File: src/rtl/pkt_arbiter_2to1.sv
// rtl/pkt_arbiter_2to1.sv - packet-granular 2:1 round-robin arbiter driving the output mux select
// Optional stall timeout: define ARB_TIMEOUT_EN to add the stall counter and the otimeout port.
module pkt_arbiter_2to1 #(
  parameter int DATAW   = 66,
  parameter int TYPEW   = 2,
  parameter int TIMEOUT = 16
) (
  input  logic             clk,
  input  logic             rst,
  input  logic [DATAW-1:0] idata_0,
  input  logic             ivalid_0,
  input  logic [DATAW-1:0] idata_1,
  input  logic             ivalid_1,
  input  logic             iready,
  output logic [1:0]       sel,
  output logic             ordy_0,
  output logic             ordy_1,
  output logic [15:0]      pkt_cnt
`ifdef ARB_TIMEOUT_EN
  ,
  output logic             otimeout
`endif
);

  localparam logic [TYPEW-1:0] TY_HEAD = TYPEW'(1);
  localparam logic [TYPEW-1:0] TY_TAIL = TYPEW'(2);

  typedef enum logic [1:0] {
    IDLE  = 2'b00,
    LOCK0 = 2'b01,
    LOCK1 = 2'b10
  } state_t;

  state_t      state_q, state_d;
  logic        last_q, last_d;
  logic [15:0] pkt_cnt_q, pkt_cnt_d;

  logic [TYPEW-1:0] type_0, type_1;
  logic             req_0, req_1, xfer_0, xfer_1;

  // Only the type field steers arbitration; the payload is passed by the mux.
  assign type_0 = idata_0[DATAW-1 -: TYPEW];
  assign type_1 = idata_1[DATAW-1 -: TYPEW];

  logic unused_payload;
  assign unused_payload = ^{idata_0[DATAW-TYPEW-1:0], idata_1[DATAW-TYPEW-1:0]};

  assign req_0  = ivalid_0 && (type_0 == TY_HEAD);
  assign req_1  = ivalid_1 && (type_1 == TY_HEAD);
  assign xfer_0 = ivalid_0 && sel[0] && iready;
  assign xfer_1 = ivalid_1 && sel[1] && iready;

  // Mux select is a pure decode of the registered state, so no input reaches it combinationally.
  always_comb begin
    sel = 2'b00;
    case (state_q)
      LOCK0:   sel = 2'b01;
      LOCK1:   sel = 2'b10;
      default: sel = 2'b00;
    endcase
  end

  assign ordy_0  = sel[0] & iready;
  assign ordy_1  = sel[1] & iready;
  assign pkt_cnt = pkt_cnt_q;

`ifdef ARB_TIMEOUT_EN
  localparam int CNTW = ($clog2(TIMEOUT + 1) > 5) ? $clog2(TIMEOUT + 1) : 5;

  logic [CNTW-1:0] stall_q, stall_d;
  logic            tout_q, tout_d;

  assign otimeout = tout_q;
`else
  localparam int unused_timeout = TIMEOUT;
`endif

  // Next-state: grant on HEAD in IDLE, hold the lock until the locked port transfers its TAIL.
  always_comb begin
    state_d   = state_q;
    last_d    = last_q;
    pkt_cnt_d = pkt_cnt_q;
    case (state_q)
      IDLE: begin
        if (req_0 && (!req_1 || last_q)) begin
          state_d = LOCK0;
          last_d  = 1'b0;
        end else if (req_1) begin
          state_d = LOCK1;
          last_d  = 1'b1;
        end
      end
      LOCK0: begin
        if (xfer_0 && (type_0 == TY_TAIL)) begin
          state_d   = IDLE;
          pkt_cnt_d = pkt_cnt_q + 16'd1;
        end
      end
      LOCK1: begin
        if (xfer_1 && (type_1 == TY_TAIL)) begin
          state_d   = IDLE;
          pkt_cnt_d = pkt_cnt_q + 16'd1;
        end
      end
      default: state_d = IDLE;
    endcase
`ifdef ARB_TIMEOUT_EN
    stall_d = '0;
    tout_d  = 1'b0;
    if (state_q != IDLE) begin
      if (xfer_0 || xfer_1) begin
        stall_d = '0;
      end else if (stall_q == CNTW'(TIMEOUT - 1)) begin
        // A stalled lock is abandoned without counting it as a completed packet.
        state_d   = IDLE;
        pkt_cnt_d = pkt_cnt_q;
        tout_d    = 1'b1;
      end else begin
        stall_d = stall_q + 1'b1;
      end
    end
`endif
  end

  // State, round-robin pointer and packet counter registers; pointer starts at 1 so port0 wins the first tie.
  always_ff @(posedge clk) begin
    if (rst) begin
      state_q   <= IDLE;
      last_q    <= 1'b1;
      pkt_cnt_q <= 16'd0;
    end else begin
      state_q   <= state_d;
      last_q    <= last_d;
      pkt_cnt_q <= pkt_cnt_d;
    end
  end

`ifdef ARB_TIMEOUT_EN
  // Stall counter and one-cycle timeout pulse.
  always_ff @(posedge clk) begin
    if (rst) begin
      stall_q <= '0;
      tout_q  <= 1'b0;
    end else begin
      stall_q <= stall_d;
      tout_q  <= tout_d;
    end
  end
`endif

endmodule

File: config.mk
export PLATFORM = sky130hd
export DESIGN_NAME = pkt_arbiter_2to1
export DESIGN_NICKNAME = d
export VERILOG_FILES = /design/src/rtl/pkt_arbiter_2to1.sv
export SDC_FILE = /design/constraint.sdc
export NUM_CORES = 1
export LEC_CHECK = 0
export BUFFER_PORTS_ARGS = -buffer_cell sky130_fd_sc_hd__buf_2
export CAP_MARGIN = 20
export CORE_MARGIN = 2
export CORE_UTILIZATION = 30
export DETAILED_ROUTE_END_ITERATION = 16
export PLACE_DENSITY = 0.84
export SYNTH_ARGS = -nofsm -noshare
export SYNTH_HDL_FRONTEND = slang
export SYNTH_SLANG_ARGS = --single-unit
File: constraint.sdc
create_clock -name clk -period 4.1 [get_ports clk]
set_input_delay 0.41 -clock clk [delete_from_list [all_inputs] [get_ports clk]]
set_output_delay 0.41 -clock clk [all_outputs]
set_load 0.01 [all_outputs]
== Word-level counts from Yosys, hierarchy flattened ==
Index checks and enable logic that the tools add are counted.

* $add $sub $neg: 1
* Equality and inequality tests: 9
* Muxes and demuxes: 11
* Bitwise gates (word level): 2
* Reduce and logical (&&, ||, !) cells: 17

{| class="wikitable"
|+ Operators with widths
! operator !! count
|-
| 16-bit two-way mux || 2
|-
| 16-bit case mux with 2 select lines || 1
|-
| 16-bit by 1-bit adder with 16-bit output, second input constant || 1
|-
| 1-bit logical AND || 9
|-
| 2-bit two-way mux || 4
|-
| 2-bit by 1-bit equality test with 1-bit output, second input constant || 3
|-
| 2-bit equality test, second input constant || 3
|-
| 2-bit case mux with 3 select lines || 1
|-
| 3-bit AND reduction || 2
|-
| 2-bit != test, second input constant || 2
|-
| 2-bit case mux with 2 select lines || 1
|-
| 2-bit nonzero test || 2
|-
| 3-bit != test, second input constant || 1
|-
| 1-bit AND || 2
|-
| 2-bit zero test || 1
|-
| 1-bit two-way mux || 2
|-
| 2-bit AND reduction || 1
|-
| 1-bit zero test || 1
|-
| 1-bit logical OR || 1
|}

* Bits in registers: 19
* Logic and storage cells: 43

== Depth between registers and ports, before layout ==
Gate-level depths: netlist (run 1).

* Depth after elaboration: 7
* Mapped depth: 5
* Depth with buffers taken out: 5

== Worst setup path after synthesis (run 1) ==
OpenSTA, ideal clock, no wires.

* Kind: in2reg
* From: in idata_0[64]
* To: reg pkt_cnt_q[15] (netlist: pkt_cnt[15])
* Library setup time: 0.123 ns
* Arrival time: 1.508 ns
* Data required time: 3.977 ns
* Slack: 2.468 ns
* Stages: 4
* Buffers on the path: 0
* Cell sequence: nand4b_1 -> o22a_4 -> nor4_1 -> mux2_1

* Word-level cells in the longest chain between the ends: 4

{| class="wikitable"
|+ RTL lines
! element !! RTL line !! text
|-
| start, declared || 10 || <nowiki>input logic [DATAW-1:0] idata_0,</nowiki>
|-
| 2-bit equality test || 94 || <nowiki>if (xfer_0 && (type_0 == TY_TAIL)) begin</nowiki>
|-
| 1-bit logical AND || 94 ||
|-
| 2-bit != test (no source line) || - ||
|-
| 3-bit AND reduction (no source line) || - ||
|-
| end signal, assigned || 134 || <nowiki>pkt_cnt_q <= pkt_cnt_d;</nowiki>
|-
| end, declared || 36 || <nowiki>logic [15:0] pkt_cnt_q, pkt_cnt_d;</nowiki>
|}

Every way passes these cells.
A chain may end at the register's enable or synchronous reset.

== Worst setup path in the final report (run 1) ==
* From: reg state_q[0]
* To: reg pkt_cnt_q[15] (netlist: pkt_cnt[15])

* Word-level cells in the longest chain between the ends: 7
* Elaborated cells between the ends (all ways): 14
* Those cells by class: 4 x eq/ne; 2 x mux; 8 x reduce/logical

{| class="wikitable"
|+ RTL lines
! element !! RTL line !! text
|-
| start, declared || 34 || <nowiki>state_t state_q, state_d;</nowiki>
|-
| start signal, assigned || 132 || <nowiki>state_q <= state_d;</nowiki>
|-
| 2-bit equality test / 2-bit by 1-bit equality test with 1-bit output (equally long branches) || 56, 83 ||
|-
| 2-bit case mux with 2 select lines || 56 || <nowiki>case (state_q)</nowiki>
|-
| 1-bit logical AND (on tied branches) (2 in series) || 51, 50 ||
|-
| 1-bit logical AND (on tied branches) || 100, 94 ||
|-
| 2-bit != test (no source line) || - ||
|-
| 3-bit AND reduction (no source line) || - ||
|}

Several ways; a longest one is shown, not always the timed one.

==> impl_metrics.json, run 1 <==
{
  "outcome": "finished clean",
  "slowest_stage": "dfxtp_1",
  "busiest_layer": "met2",
  "h-tree-depth": 1,
  "max_freq_ghz": 0.560,
  "antenna_found_initial": 0,
  "cpPeakStageDelay_ps": 510,
  "cts_root_buf": "clkbuf_4",
  "path_clk_slew_ps": 110,
  "dp.final_hpwl_um": 1650,
  "synth_edf_count": 0,
  "muxShareOfSynthArea_pct": 2.15,
  "slew_viol_final": 0,
  "clk_path_buf_depth": 2,
  "maxSlewHeadroom_pct": 75.1,
  "syn_to_final_growth_pct": 19.1,
  "tns_ps": 0,
  "crit_type": "reg -> reg",
  "wire_per_inst_um": 12.3,
  "synth.area.top_cells": "dfxtp_1 38%, a21oi_1 6.6%, o31ai_1 4.6%",
  "io_pins": 157,
  "wirelength_um": 2280,
  "syn_inst": 116,
  "grt_pass1_wl_um": 3770,
  "routed-via-count": 997,
  "yosys.area.top_type_share_pct": 38.5,
  "fin_skew_ps": 4.06,
  "cts.sinks": 19,
  "synth_ff_type": "dfxtp_1",
  "post_cts_resize_count": 0,
  "met2_usage_pct": 20.7,
  "grt_use_total_pct": 12.8,
  "die_h_um": 61.4,
  "numPortBuffers": 28,
  "initial_core_util_pct": 31.9,
  "grt_pass1_vias": 882,
  "drive_gt1_share_pct": 23.2,
  "startpoint_type": "flip-flop",
  "insertion_delay_ps": 300,
  "crit_required_ps": 4300,
  "drtIter0Drc": 39,
  "ctsHoldBuffers": 0,
  "postSynthAreaPerCell_um2": 8.52,
  "routabilityCongestion": 0.736,
  "path_cells": "nand2b_4 > o22a_4 > nor4_1 > mux2_1",
  "hold_viol_final": 0,
  "diodes": 0,
  "regToRegSetupSlack_ps": 2310,
  "dieArea_um2": 3770,
  "grt-ovfl-total": 0,
  "drv_cap": 0,
  "via_per_inst": 5.36,
  "cts_tree": "done",
  "synth_area_leader_cell": "dfxtp_1",
  "min_period_ps": 1790,
  "rows": 20,
  "total_power_mw": 0.305,
  "synth_area_um2": 988,
  "post_cts_buffers": 0,
  "end_kind": "flip-flop",
  "ys_ff_latch": 19,
  "period_share_pct": 43.6,
  "synth_xor_area_share_pct": 1.77,
  "synthesis.nets": 254,
  "drc": 0,
  "cp.arrival_ps": 1990,
  "worstPathMaxFanout": 27,
  "rsz0062_at_grt": "false",
  "fillers": 336,
  "grtUsageMet3_pct": 1.26,
  "grt_max_degree": 28,
  "ir_worst_vdd_mv": 0.148,
  "finalNetCount": 281,
  "yosysSeqAreaShare_pct": 38.5,
  "synthArstFlopShare_pct": 0,
  "die_x_um": 61.4,
  "p_per_area_nw_per_um2": 259,
  "yosys_warnings": 0,
  "synthAdderAreaFrac_pct": 1.27,
  "worstMarginPinSlew_ps": 373,
  "yosys.area_share.simple_pct": 32.2,
  "final_area_um2": 1180,
  "p_leak_nw": 0.452,
  "use_met1_pct": 17.4,
  "synth_most_common_cell": "dfxtp_1",
  "synth_cell_types": 34,
  "synth_top_family_by_area": "simple AND/OR/NAND/NOR gates",
  "synth_common_cells": "19 x dfxtp_1, 13 x a21oi_1, 8 x nand2_1, 7 x o21ai_0",
  "cts_made_buffers": 3,
  "ant_nets": 0,
  "holdWs_ps": 500,
  "placed_cell_area_um2": 1150,
  "core-area_um2": 3100,
  "hp-class": "in -> reg",
  "firstDrtPassIters": 4,
  "finalSetupViolations": 0,
  "synth_compound_area_share_pct": 19.7
}
## kinds of logic after synthesis
| logic type | count (synthesis) |
|---|---|
| adders and majority gates | 1 |
| muxes | 2 |
| buffers and inverters | 9 |
| and+or+nand+nor | 52 |
| AOI/OAI and AO/OA | 31 |
| DFF | 19 |
| xor gates and xnor gates | 2 |
## report_power, final
part	leakage [nW]	internal, mW	switching, mW
Clock	0.0150	0.0380	0.0585
Combinational	0.284	0.00906	0.0106
Sequential	0.153	0.186	0.00286
## cell type report
type | instances | area (µm²) | share of cell area [%]
well taps | 44 | 55.1 | 4.68
repair buffers | 28 | 140 | 11.9
inverters | 3 | 11.3 | 0.956
flip-flops and latches | 19 | 380 | 32.3
clock buffers | 4 | 26.3 | 2.23
multi-input cells | 88 | 564 | 47.9
## stage by stage
stage	instances	util (%)	setup slack, ps
3_3_place_gp	182	37.1	2130
5_1_grt	186	37.9	2240
3_5_place_dp	182	37.1	2100
6_report	186	37.9	2310
2_1_floorplan	116	-	2470
4_1_cts	186	37.9	2310
## final timing paths
check | start | endpoint | cells past startpoint
min | rst | pkt_cnt[2]$_SDFFE_PP0P_ | 2
max | state_q[0]$_SDFFE_PP0P_ | pkt_cnt[15]$_SDFFE_PP0P_ | 4
min reg2reg | pkt_cnt[11]$_SDFFE_PP0P_ | pkt_cnt[11]$_SDFFE_PP0P_ | 2
max reg2reg | state_q[0]$_SDFFE_PP0P_ | pkt_cnt[15]$_SDFFE_PP0P_ | 4
## routing by layer
| layer | vias up | wire (µm) |
|---|---|---|
| met5 | - | 0 |
| met2 | 35 | 1080 |
| met3 | 2 | 124 |
| li1 | 495 | - |
| met4 | 0 | 25 |
| met1 | 465 | 1050 |
## flip-flops by register name, indices dropped and copies added, names as in the netlist
name,count
pkt_cnt,16
state_q,2
last_q,1
## critical path: cells and delay by family, from the launching register on
kind / cells / cell delay, ps
mux: 1 / 350
simple gates: 2 / 470
compound gates: 1 / 350
flops: 1 / 510
## cells in the final DEF, fill, tap and decap left out, drive strengths merged, types with 3 or more instances in the layout
cell | netlist | final
a21oi | 13 | 13
and2 | 4 | 4
and4 | 3 | 3
buf | 3 | 28
clkbuf | 3 | 4
dfxtp | 19 | 19
inv | 3 | 3
nand2 | 8 | 8
nand3 | 4 | 4
nand4 | 4 | 4
nor2 | 5 | 5
o21ai | 7 | 7
o31ai | 6 | 6
or3 | 6 | 6
or4 | 6 | 6
Note: power is estimated with default switching activity, not from simulation.
==> run 2: changes to the inputs <==
--- a/config.mk
+++ b/config.mk
@@ -8,9 +8,9 @@
 export BUFFER_PORTS_ARGS = -buffer_cell sky130_fd_sc_hd__buf_2
 export CAP_MARGIN = 20
 export CORE_MARGIN = 2
-export CORE_UTILIZATION = 30
+export CORE_UTILIZATION = 28
 export DETAILED_ROUTE_END_ITERATION = 16
-export PLACE_DENSITY = 0.84
+export PLACE_DENSITY = 0.8
 export SYNTH_ARGS = -nofsm -noshare
 export SYNTH_HDL_FRONTEND = slang
 export SYNTH_SLANG_ARGS = --single-unit
==> constraint.sdc (replaced) <==
create_clock -name clk -period 1.7 [get_ports clk]
set_input_delay 0.17 -clock clk [delete_from_list [all_inputs] [get_ports clk]]
set_output_delay 0.17 -clock clk [all_outputs]
set_load 0.01 [all_outputs]
==> run 2 against run 1 <==
  * Sequential cell count unchanged
  * Hold slack lost 240 ps
  * First-iteration DRC count is 41% lower
  * Count of clock-buffer cells in the layout did not move
  * Fmax grew 8.9%
  * Global-route usage decreased by 0.33 points
  * Clock power rose by 140%
  * Clock skew is 5.6 ps higher
  * Cell count up 7.5%
  * Non-clock buffer count increased by 12
  * Critical path type unchanged
  * Critical endpoint unchanged
==> impl_metrics.json, run 2 (synthesis results as in run 1) <==
{
  "outcome": "finished clean",
  "numPortBuffers": 28,
  "slew_viol_final": 0,
  "fillers": 375,
  "wire_per_inst_um": 12.0,
  "h-tree-depth": 1,
  "cts_root_buf": "clkbuf_4",
  "die_h_um": 63.4,
  "max_freq_ghz": 0.610,
  "hold_start": "rst",
  "path_clk_slew_ps": 110,
  "final_common_cell": "buf_2",
  "grt_use_total_pct": 12.5,
  "maxSlewHeadroom_pct": 74.4,
  "crit_required_ps": 1900,
  "ant_nets": 0,
  "hold_viol_final": 0,
  "dieArea_um2": 4020,
  "initial_core_util_pct": 29.4,
  "grt-ovfl-total": 0,
  "worstPathMaxFanout": 15,
  "min_period_ps": 1640,
  "cts_tree": "done",
  "period_share_pct": 96.5,
  "final_cell_mix": "28 x buf_2, 18 x dfxtp_1, 12 x a21oi_1, 12 x buf_4, 8 x nand2_1",
  "hp-class": "in -> reg",
  "crit_type": "reg -> reg",
  "tns_ps": 0,
  "antenna_found_initial": 0,
  "finalNetCount": 293,
  "core-area_um2": 3360,
  "ir_worst_vdd_mv": 0.361,
  "cp.arrival_ps": 1840,
  "grt_pass1_vias": 964,
  "firstDrtPassIters": 4,
  "drc": 0,
  "wirelength_um": 2410,
  "p_per_area_nw_per_um2": 579,
  "via_per_inst": 5.06,
  "die_x_um": 63.4,
  "routed-via-count": 1012,
  "largest_reg_flops": 16,
  "syn_to_final_growth_pct": 29.1,
  "pre_cts_ws_ps": 57.0,
  "post_cts_buffers": 0,
  "drv_cap": 0,
  "rows": 21,
  "worstMarginPinSlew_ps": 384,
  "startpoint_type": "flip-flop",
  "drive_gt1_share_pct": 31.2,
  "cts_made_buffers": 3,
  "dp.final_hpwl_um": 1820,
  "crit_start": "state_q[1]$_SDFFE_PP0P_",
  "grt_max_degree": 21,
  "routabilityCongestion": 0.732,
  "drtIter0Drc": 23,
  "grt_pass1_wl_um": 4170,
  "finalSetupViolations": 0,
  "rsz0062_at_grt": "false",
  "diodes": 0,
  "p_leak_nw": 0.514,
  "multi_input_area_um2": 569,
  "io_pins": 157,
  "end_kind": "flip-flop",
  "fin_ws_ps": 59.7,
  "fin_skew_ps": 9.71,
  "rr_startpoint": "state_q[1]$_SDFFE_PP0P_",
  "cts.sinks": 19,
  "clk_path_buf_depth": 2,
  "regArea_um2": 382,
  "insertion_delay_ps": 300
}
run 2: changes by cell type in the layout (fill, tap and decap cells not counted), sizes merged:
cell and delta:
buf +12
run 2: repair_timing:
action	4_1_cts	5_1_grt
hold buffers	0	0
endpoints found under the setup margin	0	4
gates resized for setup	0	3
run 2: critical path, cell delays in order, from the launching register on:
cell,delay (ps)
dfxtp_2,360
nand2b_4,150
o22a_4,300
nor4_1,370
mux2_1,350
run 2: path summary, 6_finish.rpt:
| path | to | slack [ps] | cells past startpoint |
|---|---|---|---|
| setup / recovery | pkt_cnt[15]$_SDFFE_PP0P_ | 60 | 4 |
| hold / removal | pkt_cnt[2]$_SDFFE_PP0P_ | 260 | 2 |
| setup reg to reg | pkt_cnt[15]$_SDFFE_PP0P_ | 60 | 4 |
| hold reg to reg | state_q[0]$_SDFFE_PP0P_ | 480 | 1 |
run 2: final cells by class:
type                    instances  share of cell area, %
repair buffers                 40                   18.0
multi-input cells              88                   44.6
well taps                      46                   4.51
flip-flops and latches         19                   29.9
clock buffers                   4                   2.06
inverters                       3                  0.882
run 2: where the power goes:
part	switching (mW)	internal, mW	total, mW
Clock	0.138	0.0915	0.229
Combinational	0.0293	0.0265	0.0558
Sequential	0.00488	0.449	0.454
run 2: metal layers:
layer / up-vias / part of all wire (%) / GRT usage (%)
li1: 516 / - / -
met1: 473 / 47 / 16.0
met2: 20 / 48 / 20.9
met3: 3 / 4.0 / 2.14
met4: 0 / 1.0 / 4.89
met5: - / 0 / 0
run 2: through the flow:
step	instances	hold slack (ps)	total power [mW]	utilization, %	area (µm²)
6_report	200	258	0.739	37.9	1280
5_1_grt	200	274	0.773	37.9	1280
4_1_cts	200	241	0.749	37.8	1270
3_5_place_dp	196	494	0.520	37.0	1240
3_3_place_gp	196	482	0.518	37.0	1240
2_1_floorplan	116	387	0.495	-	988
==> run 3: changes to the inputs <==
==> constraint.sdc (replaced) <==
create_clock -name clk -period 1.7 [get_ports clk]
set_input_delay 0 -clock clk [delete_from_list [all_inputs] [get_ports clk]]
set_output_delay 0 -clock clk [all_outputs]
set_load 0.01 [all_outputs]
==> run 3 against run 2 <==
  * Final area fell by 0.69%
  * Register-to-register slack gained 50 ps
  * Critical path depth is 1 higher
  * Routed wire length decreased by 0.71%
  * Sequential share of layout area rose by 0.31 points
  * Die area unchanged
  * Power is 0.30% higher
  * Fmax increased by 3.3%
  * Largest power group unchanged
==> impl_metrics.json, run 3 (synthesis results as in run 1) <==
{
  "outcome": "finished clean",
  "die_h_um": 63.4,
  "critPathTopFamily": "simple AND/OR/NAND/NOR gates",
  "fin_skew_ps": 4.91,
  "tns_ps": 0,
  "max_freq_ghz": 0.630,
  "wirelength_um": 2390,
  "p_leak_nw": 0.503,
  "drc": 0,
  "p_switching_mw": 0.176,
  "cts_tree": "done",
  "fin_util_pct": 37.7,
  "antenna_found_initial": 0,
  "initial_core_util_pct": 29.4,
  "clk_path_buf_depth": 2,
  "crit_required_ps": 1930,
  "drv_cap": 0,
  "slowest_stage": "dfxtp_2",
  "period_share_pct": 93.4,
  "maxSlewHeadroom_pct": 75.0,
  "grt_pass1_vias": 997,
  "p_int_mw": 0.566,
  "post_cts_resize_count": 0,
  "ctsHoldBuffers": 0,
  "grt_max_degree": 21,
  "rows": 21,
  "core-area_um2": 3360,
  "die_x_um": 63.4,
  "path_buf_inv": 1,
  "dieArea_um2": 4020,
  "insertion_delay_ps": 300,
  "rsz0062_at_grt": "false",
  "worstPathMaxFanout": 15,
  "p_comb_share_pct": 7.2,
  "total_power_mw": 0.742,
  "largest_reg_flops": 16,
  "hp-class": "in -> reg",
  "cts_root_buf": "clkbuf_4",
  "final_common_cell": "buf_2",
  "crit_type": "reg -> reg",
  "drtIter0Drc": 24,
  "firstDrtPassIters": 4,
  "cts_made_buffers": 3,
  "syn_to_final_growth_pct": 28.2,
  "hold_viol_final": 0,
  "sw_frac_of_total_pct": 23.7,
  "grt-ovfl-total": 0,
  "grt_use_total_pct": 12.9,
  "power_frac_seq_pct": 61.2,
  "cpPeakStageDelay_ps": 360,
  "p_clk_share_pct": 31.5,
  "path_cells": "nand2b_4 > o22a_4 > buf_4 > or3_1 > a21oi_1",
  "ir_worst_vdd_mv": 0.430,
  "post_cts_buffers": 0,
  "cts.sinks": 19,
  "dp.final_hpwl_um": 1760,
  "cp.arrival_ps": 1820,
  "slew_viol_final": 0,
  "via_per_inst": 5.22,
  "p_per_area_nw_per_um2": 585,
  "min_period_ps": 1590,
  "finalNetCount": 291,
  "io_pins": 157,
  "finalSetupViolations": 0,
  "worstMarginPinSlew_ps": 375,
  "diodes": 0,
  "numPortBuffers": 28,
  "drive_gt1_share_pct": 31.6,
  "end_kind": "flip-flop",
  "wire_per_inst_um": 12.1,
  "grt_pass1_wl_um": 4300,
  "routabilityCongestion": 0.736,
  "ant_nets": 0,
  "final_cell_mix": "28 x buf_2, 17 x dfxtp_1, 13 x a21oi_1",
  "routed-via-count": 1033,
  "path_clk_slew_ps": 110,
  "startpoint_type": "flip-flop",
  "h-tree-depth": 1
}
-- run 3: power groups by stage --
stage	logic (mW)	clock network [mW]	registers, mW
5_1_grt	0.0603	0.259	0.455
6_report	0.0536	0.234	0.454
4_1_cts	0.0538	0.240	0.454
3_3_place_gp	0.0524	0	0.464
2_1_floorplan	0.0298	0	0.465
3_5_place_dp	0.0538	0	0.464
-- run 3: layout make-up --
cell class                      instances  area [µm²]
Fill cell                             386        2100
Timing Repair Buffer                   38         215
Multi-Input combinational cell         88         574
Tap cell                               46        57.6
Sequential cell                        19         383
Clock buffer                            4        26.3
Inverter                                3        11.3
-- run 3: per-stage QoR --
stage | worst slack (ps) | std cells | instance area, µm² | hold slack, ps
final | 112 | 198 | 1270 | 84.4
after global routing | 17.0 | 198 | 1270 | 99.9
after detailed placement | 73.9 | 194 | 1230 | 335
after global placement | 105 | 194 | 1230 | 330
after CTS | 51.4 | 198 | 1250 | 79.1
after floorplan | 179 | 116 | 988 | 144
-- run 3: path summary, 6_finish.rpt --
kind	to	startpoint	cells after the start	slack (ps)
worst min register to register	state_q[0]$_SDFFE_PP0P_	state_q[1]$_SDFFE_PP0P_	1	470
worst min-delay path	pkt_cnt[0]$_SDFFE_PP0P_	rst	2	80
worst max register to register	pkt_cnt[7]$_SDFFE_PP0P_	state_q[1]$_SDFFE_PP0P_	5	110
worst max-delay path	pkt_cnt[7]$_SDFFE_PP0P_	state_q[1]$_SDFFE_PP0P_	5	110
-- run 3: layer usage --
metal	track usage, %	part of all wire (%)	wire, µm
met3	1.43	3.7	88
met2	21.1	49	1160
met1	17.3	46	1100
met4	5.16	1.5	36
met5	0	0	0
